### src/rtl/display_bcd_writer.sv
// Converts a 16-bit binary value to four BCD digits (shift-and-add-3) and writes
// the digit codes into display frame-buffer slots 0..3 over an address/data/load port.
module display_bcd_writer #(
  parameter logic [4:0] BLANK_CODE = 5'h10,
  parameter logic [4:0] DASH_CODE  = 5'h11
) (
  input  logic        CLK,
  input  logic        RST,
  input  logic        start,
  input  logic [15:0] value,
  input  logic        blank_lz,
  output logic        busy,
  output logic        done,
  output logic        overflow,
  output logic [1:0]  wrAddress,
  output logic [15:0] wrData,
  output logic        wrLoad
);

  typedef enum logic [1:0] {IDLE, CONVERT, WRITE, DONE} state_t;

  state_t      state;
  logic [15:0] bin;
  logic [19:0] bcd;
  logic        blank;
  logic [4:0]  cnt;
  logic [1:0]  slot;

  logic [15:0] bcd_lo_adj;
  logic [19:0] bcd_shift;

  // The top nibble never reaches 5 before the final shift (16-bit max is 65535),
  // so only the four low nibbles need the add-3 correction.
  always_comb begin
    // NOTE: every always_comb output gets a default first so no latch is inferred.
    bcd_lo_adj = bcd[15:0];
    for (int i = 0; i < 4; i++) begin
      if (bcd[4*i +: 4] >= 4'd5) bcd_lo_adj[4*i +: 4] = bcd[4*i +: 4] + 4'd3;
    end
    bcd_shift = {bcd[18:16], bcd_lo_adj, bin[15]};
  end

  function automatic logic [4:0] digit_code(input logic [19:0] b, input logic blank_en,
                                            input logic [1:0] k);
    logic upper_zero;
    upper_zero = 1'b1;
    for (int j = 0; j < 4; j++) begin
      if (j >= int'(k) && b[4*j +: 4] != 4'd0) upper_zero = 1'b0;
    end
    if (b[19:16] != 4'd0) return DASH_CODE;
    if (blank_en && k != 2'd0 && upper_zero) return BLANK_CODE;
    return {1'b0, b[4*k +: 4]};
  endfunction

  // NOTE: sequential state uses non-blocking assignments so all registers update together.
  always_ff @(posedge CLK) begin
    if (RST) begin
      state     <= IDLE;
      bin       <= '0;
      bcd       <= '0;
      blank     <= 1'b0;
      cnt       <= '0;
      slot      <= '0;
      busy      <= 1'b0;
      done      <= 1'b0;
      overflow  <= 1'b0;
      wrLoad    <= 1'b0;
      wrAddress <= '0;
      wrData    <= '0;
    end else begin
      done <= 1'b0;
      case (state)
        IDLE: begin
          if (start) begin
            bin      <= value;
            blank    <= blank_lz;
            bcd      <= '0;
            cnt      <= 5'd16;
            overflow <= 1'b0;
            busy     <= 1'b1;
            state    <= CONVERT;
          end
        end
        CONVERT: begin
          bcd <= bcd_shift;
          bin <= {bin[14:0], 1'b0};
          cnt <= cnt - 5'd1;
          // Slot 0 is presented on the same edge the final digits become valid.
          if (cnt == 5'd1) begin
            state     <= WRITE;
            slot      <= 2'd0;
            wrLoad    <= 1'b1;
            wrAddress <= 2'd0;
            wrData    <= {11'b0, digit_code(bcd_shift, blank, 2'd0)};
            overflow  <= (bcd_shift[19:16] != 4'd0);
          end
        end
        WRITE: begin
          if (slot == 2'd3) begin
            wrLoad <= 1'b0;
            busy   <= 1'b0;
            done   <= 1'b1;
            state  <= DONE;
          end else begin
            slot      <= slot + 2'd1;
            wrAddress <= slot + 2'd1;
            wrData    <= {11'b0, digit_code(bcd, blank, slot + 2'd1)};
          end
        end
        DONE: state <= IDLE;
        default: state <= IDLE;
      endcase
    end
  end

endmodule

### config.mk
export PLATFORM = sky130hd
export DESIGN_NAME = display_bcd_writer
export DESIGN_NICKNAME = d
export VERILOG_FILES = /design/src/rtl/display_bcd_writer.sv
export SDC_FILE = /design/constraint.sdc
export NUM_CORES = 1
export LEC_CHECK = 0
export ABC_CLOCK_PERIOD_IN_PS = 2400
export CORE_MARGIN = 4
export CORE_UTILIZATION = 54
export DETAILED_ROUTE_END_ITERATION = 8
export PLACE_DENSITY = 0.89
export SYNTH_ARGS = -nofsm -noshare
export SYNTH_HDL_FRONTEND = slang
export SYNTH_SLANG_ARGS = --single-unit
### constraint.sdc
create_clock -name CLK -period 2.4 [get_ports CLK]
set_input_delay 0.48 -clock CLK [delete_from_list [all_inputs] [get_ports CLK]]
set_output_delay 0.48 -clock CLK [all_outputs]
set_load 0.01 [all_outputs]
==> summary.txt <==
Timing
  – Final period utilization: 88.04%
  – Min cycle time layout: 2.113 ns
  – Slew margin rel.: 60.18%
  – Unrepaired setup endpoints after global routing: no
  – Pin slew with the least headroom to its limit: 0.5974 ns
  – Hold Worst Slack: 0.4736 ns
  – Max-slew violation count: 0
  – Fin. Hold Viols: 0
  – Final Skew: 0.009839 ns
  – Final Setup Violations: 0
  – Max Clk Rate: 473.3 MHz
  – Setup TNS: 0 ns

Setup path
  – CP Data Required Time: 2.65 ns
  – R2R depth: 7
  – Worst-path fanout max: 6
  – Worst Setup Start Kind: flop
  – WP data arrival: 2.36 ns
  – CP Capture Type: flop
  – Critical path class: reg -> reg

Finish
  – Fin util: 63.91%
  – Most frequent cells in the layout: 55 x dfxtp_1, 52 x nor2_1, 29 x clkdlybuf4s50_1
  – Commonest non-fill, non-tap cell in the layout: dfxtp_1
  – Filler-free cell count of the finished design: 431
  – Share of post-route cells with drive strength above 1: 6.094%
  – Filler instances: 409
  – Final net count: 396
  – Area Growth Syn to Fin: 13.83%
  – Inserted Diodes: 0

Place
  – Dpl hpwl: 4529 um
  – Placer Congestion: 0.8178
  – PortBufs: 30
  – Post-placement cell count: 423

Synth
  – Synth Area in Compound Gates: 18.48%
  – Synthesized area: 2904 um2
  – YS warnings: 0
  – Synth Area in Simple Gates: 18.70%
  – Synth top area cells: dfxtp_1 38%, ha_1 6.9%, nor2_1 6.7%, mux2i_1 4.8%, a21oi_1 4.0%
  – Number of synthesized flops with an enable pin: 0
  – Share of the synthesized area in the top cell type: 37.91%
  – Main synth FF type: dfxtp_1
  – Cell taking the most area after synthesis: dfxtp_1
  – #FFs+latches synth: 55
  – Avg Cell Area, Syn: 8.643 um2
  – Adder-Cell Fraction of Synth Area: 6.894%
  – Mux cell area share after synthesis: 8.057%
  – Largest family of logic cells by synthesized area: simple AND/OR/NAND/NOR gates
  – Post-synthesis instance total: 336
  – Synth unique cells: 45
  – Seq/Total Area, Yosys: 37.91%
  – Synth Area in XOR/XNOR: 2.111%
  – Synth async-reset ratio: 0%

Drt
  – Pre-Repair DR Iteration Count: 6
  – Vias per cell: 5.803
  – Drc violations: 0
  – Antenna-violating nets left: 0
  – Wire per inst: 14.48 um
  – Initial drt markers: 187
  – Post-Route WL: 6240 um
  – Vias: 2,501

Global route
  – Largest net degree at the start of global routing: 33
  – Initial antenna violation count: 0
  – Vias in the first global route: 2,342
  – Gr ovfl total: 0
  – All-Layer GR Usage: 20.21%
  – Met3 Use GR: 3.659%
  – Met2 usage: 35.02%
  – GRT Max-Usage Layer: met2
  – First-pass GRT wire length: 10,480 um
  – M1 GR Usage: 24.90%

Floorplan
  – Row cnt: 26
  – Core footprint: 5172 um2
  – Die area: 6615 um2
  – Die Span Y: 81.34 um
  – IO Pins: 42
  – Starting Density: 56.14%
  – Die W: 81.34 um

CTS
  – CTS Root Cell: clkbuf_8
  – CTS Buf Count: 5
  – # hold bufs at CTS: 0
  – Post_cts resized: 0
  – H-Tree Level Count: 2
  – CTS tree: done
  – Clock transition at path regs: 0.10 ns
  – Longest Clk Path Bufs: 2
  – Clk sinks: 55
  – Clk_lat worst skew: 0.31 ns
  – Setup bufs post-CTS: 0

Min path
  – Min-Delay Path Class: reg -> reg
  – Hold Path Depth: 2

Pwr
  – Cell Pwr Density: 973.4 nW/um2
  – P_leak: 1.267 nW
  – Peak VDD IR: 503.3 uV
  – Final Total Pwr: 3.218 mW

Job
  – Number of max-cap violations: 0

Status
  – Status: completed
[layer usage]
layer  wire length (um)  up-vias  part of all wire (%)
met5                  0        -                     0
met2               3036      106                    49
met3                463        9                   7.4
li1                   -     1211                     -
met4                102        0                   1.6
met1               2638     1175                    42
[cells in the mapped netlist (all sizes together) (2+ instances only)]
cell     n
dfxtp   55
nor2    52
a21oi   23
buf     19
nand2   19
ha      16
inv     15
mux2i   14
nor3    14
a22oi   13
a211oi  11
clkbuf  11
o21ai   10
nand2b   9
xnor2    6
nand3    5
o22ai    5
a32oi    4
mux4     4
o31ai    4
nand3b   3
a21o     2
a221oi   2
nor3b    2
nor4b    2
o211ai   2
or3      2
[stage by stage]
| stage | worst slack (ns) | instance area (um2) |
|---|---|---|
| after floorplan | 0.5614 | 2942 |
| after global placement | 0.3203 | 3222 |
| after detailed placement | 0.2421 | 3222 |
| after CTS | 0.3074 | 3306 |
| after global routing | 0.1734 | 3306 |
| final | 0.2870 | 3306 |
[power by group]
| group | total (mW) | switching, mW | internal, mW |
|---|---|---|---|
| sequential | 1.30 | 0.159 | 1.14 |
| combinational | 1.42 | 0.818 | 0.606 |
| clock | 0.497 | 0.296 | 0.201 |
[final timing paths]
| check | startpoint | to | slack, ns |
|---|---|---|---|
| setup / recovery | bcd[12] | wrData[4] | 0.29 |
| hold / removal | blank | blank | 0.47 |
| setup reg to reg | bcd[12] | wrData[4] | 0.29 |
| hold reg to reg | blank | blank | 0.47 |
[cell families (layout without fill, tap and decap cells)]
family,after synthesis,after routing
mux,18,18
xor+xnor,7,7
compound gates,81,81
fa+ha+maj,16,16
simple gates,113,113
buf+inv,45,60
flops,55,55
other cells,1,11
[final cells by class]
cell class	count	area, um2	share of cell area [%]
sequential	55	1101	33.31
tap	70	87.58	2.650
multi-input combinational	246	1617	48.90
clock buffer	5	68.82	2.082
inverter	15	56.30	1.703
clock inverter	3	15.01	0.4542
timing repair buffer	37	360.3	10.90
[worst max-delay path, cell delays in order, from the launching register on]
cell	delay, ns
dfxtp_1	0.50
inv_1	0.11
ha_1	0.25
nand2b_1	0.10
or3b_1	0.40
and4b_4	0.22
or3_1	0.32
a21oi_1	0.16
[sequential cells by signal (all words and copies together), names as in the netlist]
| signal | cells |
|---|---|
| bcd | 20 |
| bin | 16 |
| cnt | 5 |
| wrData | 5 |
| slot | 2 |
| state | 2 |
| blank | 1 |
| busy | 1 |
| done | 1 |
| overflow | 1 |
| wrLoad | 1 |
(Power assumes the default switching activity.)
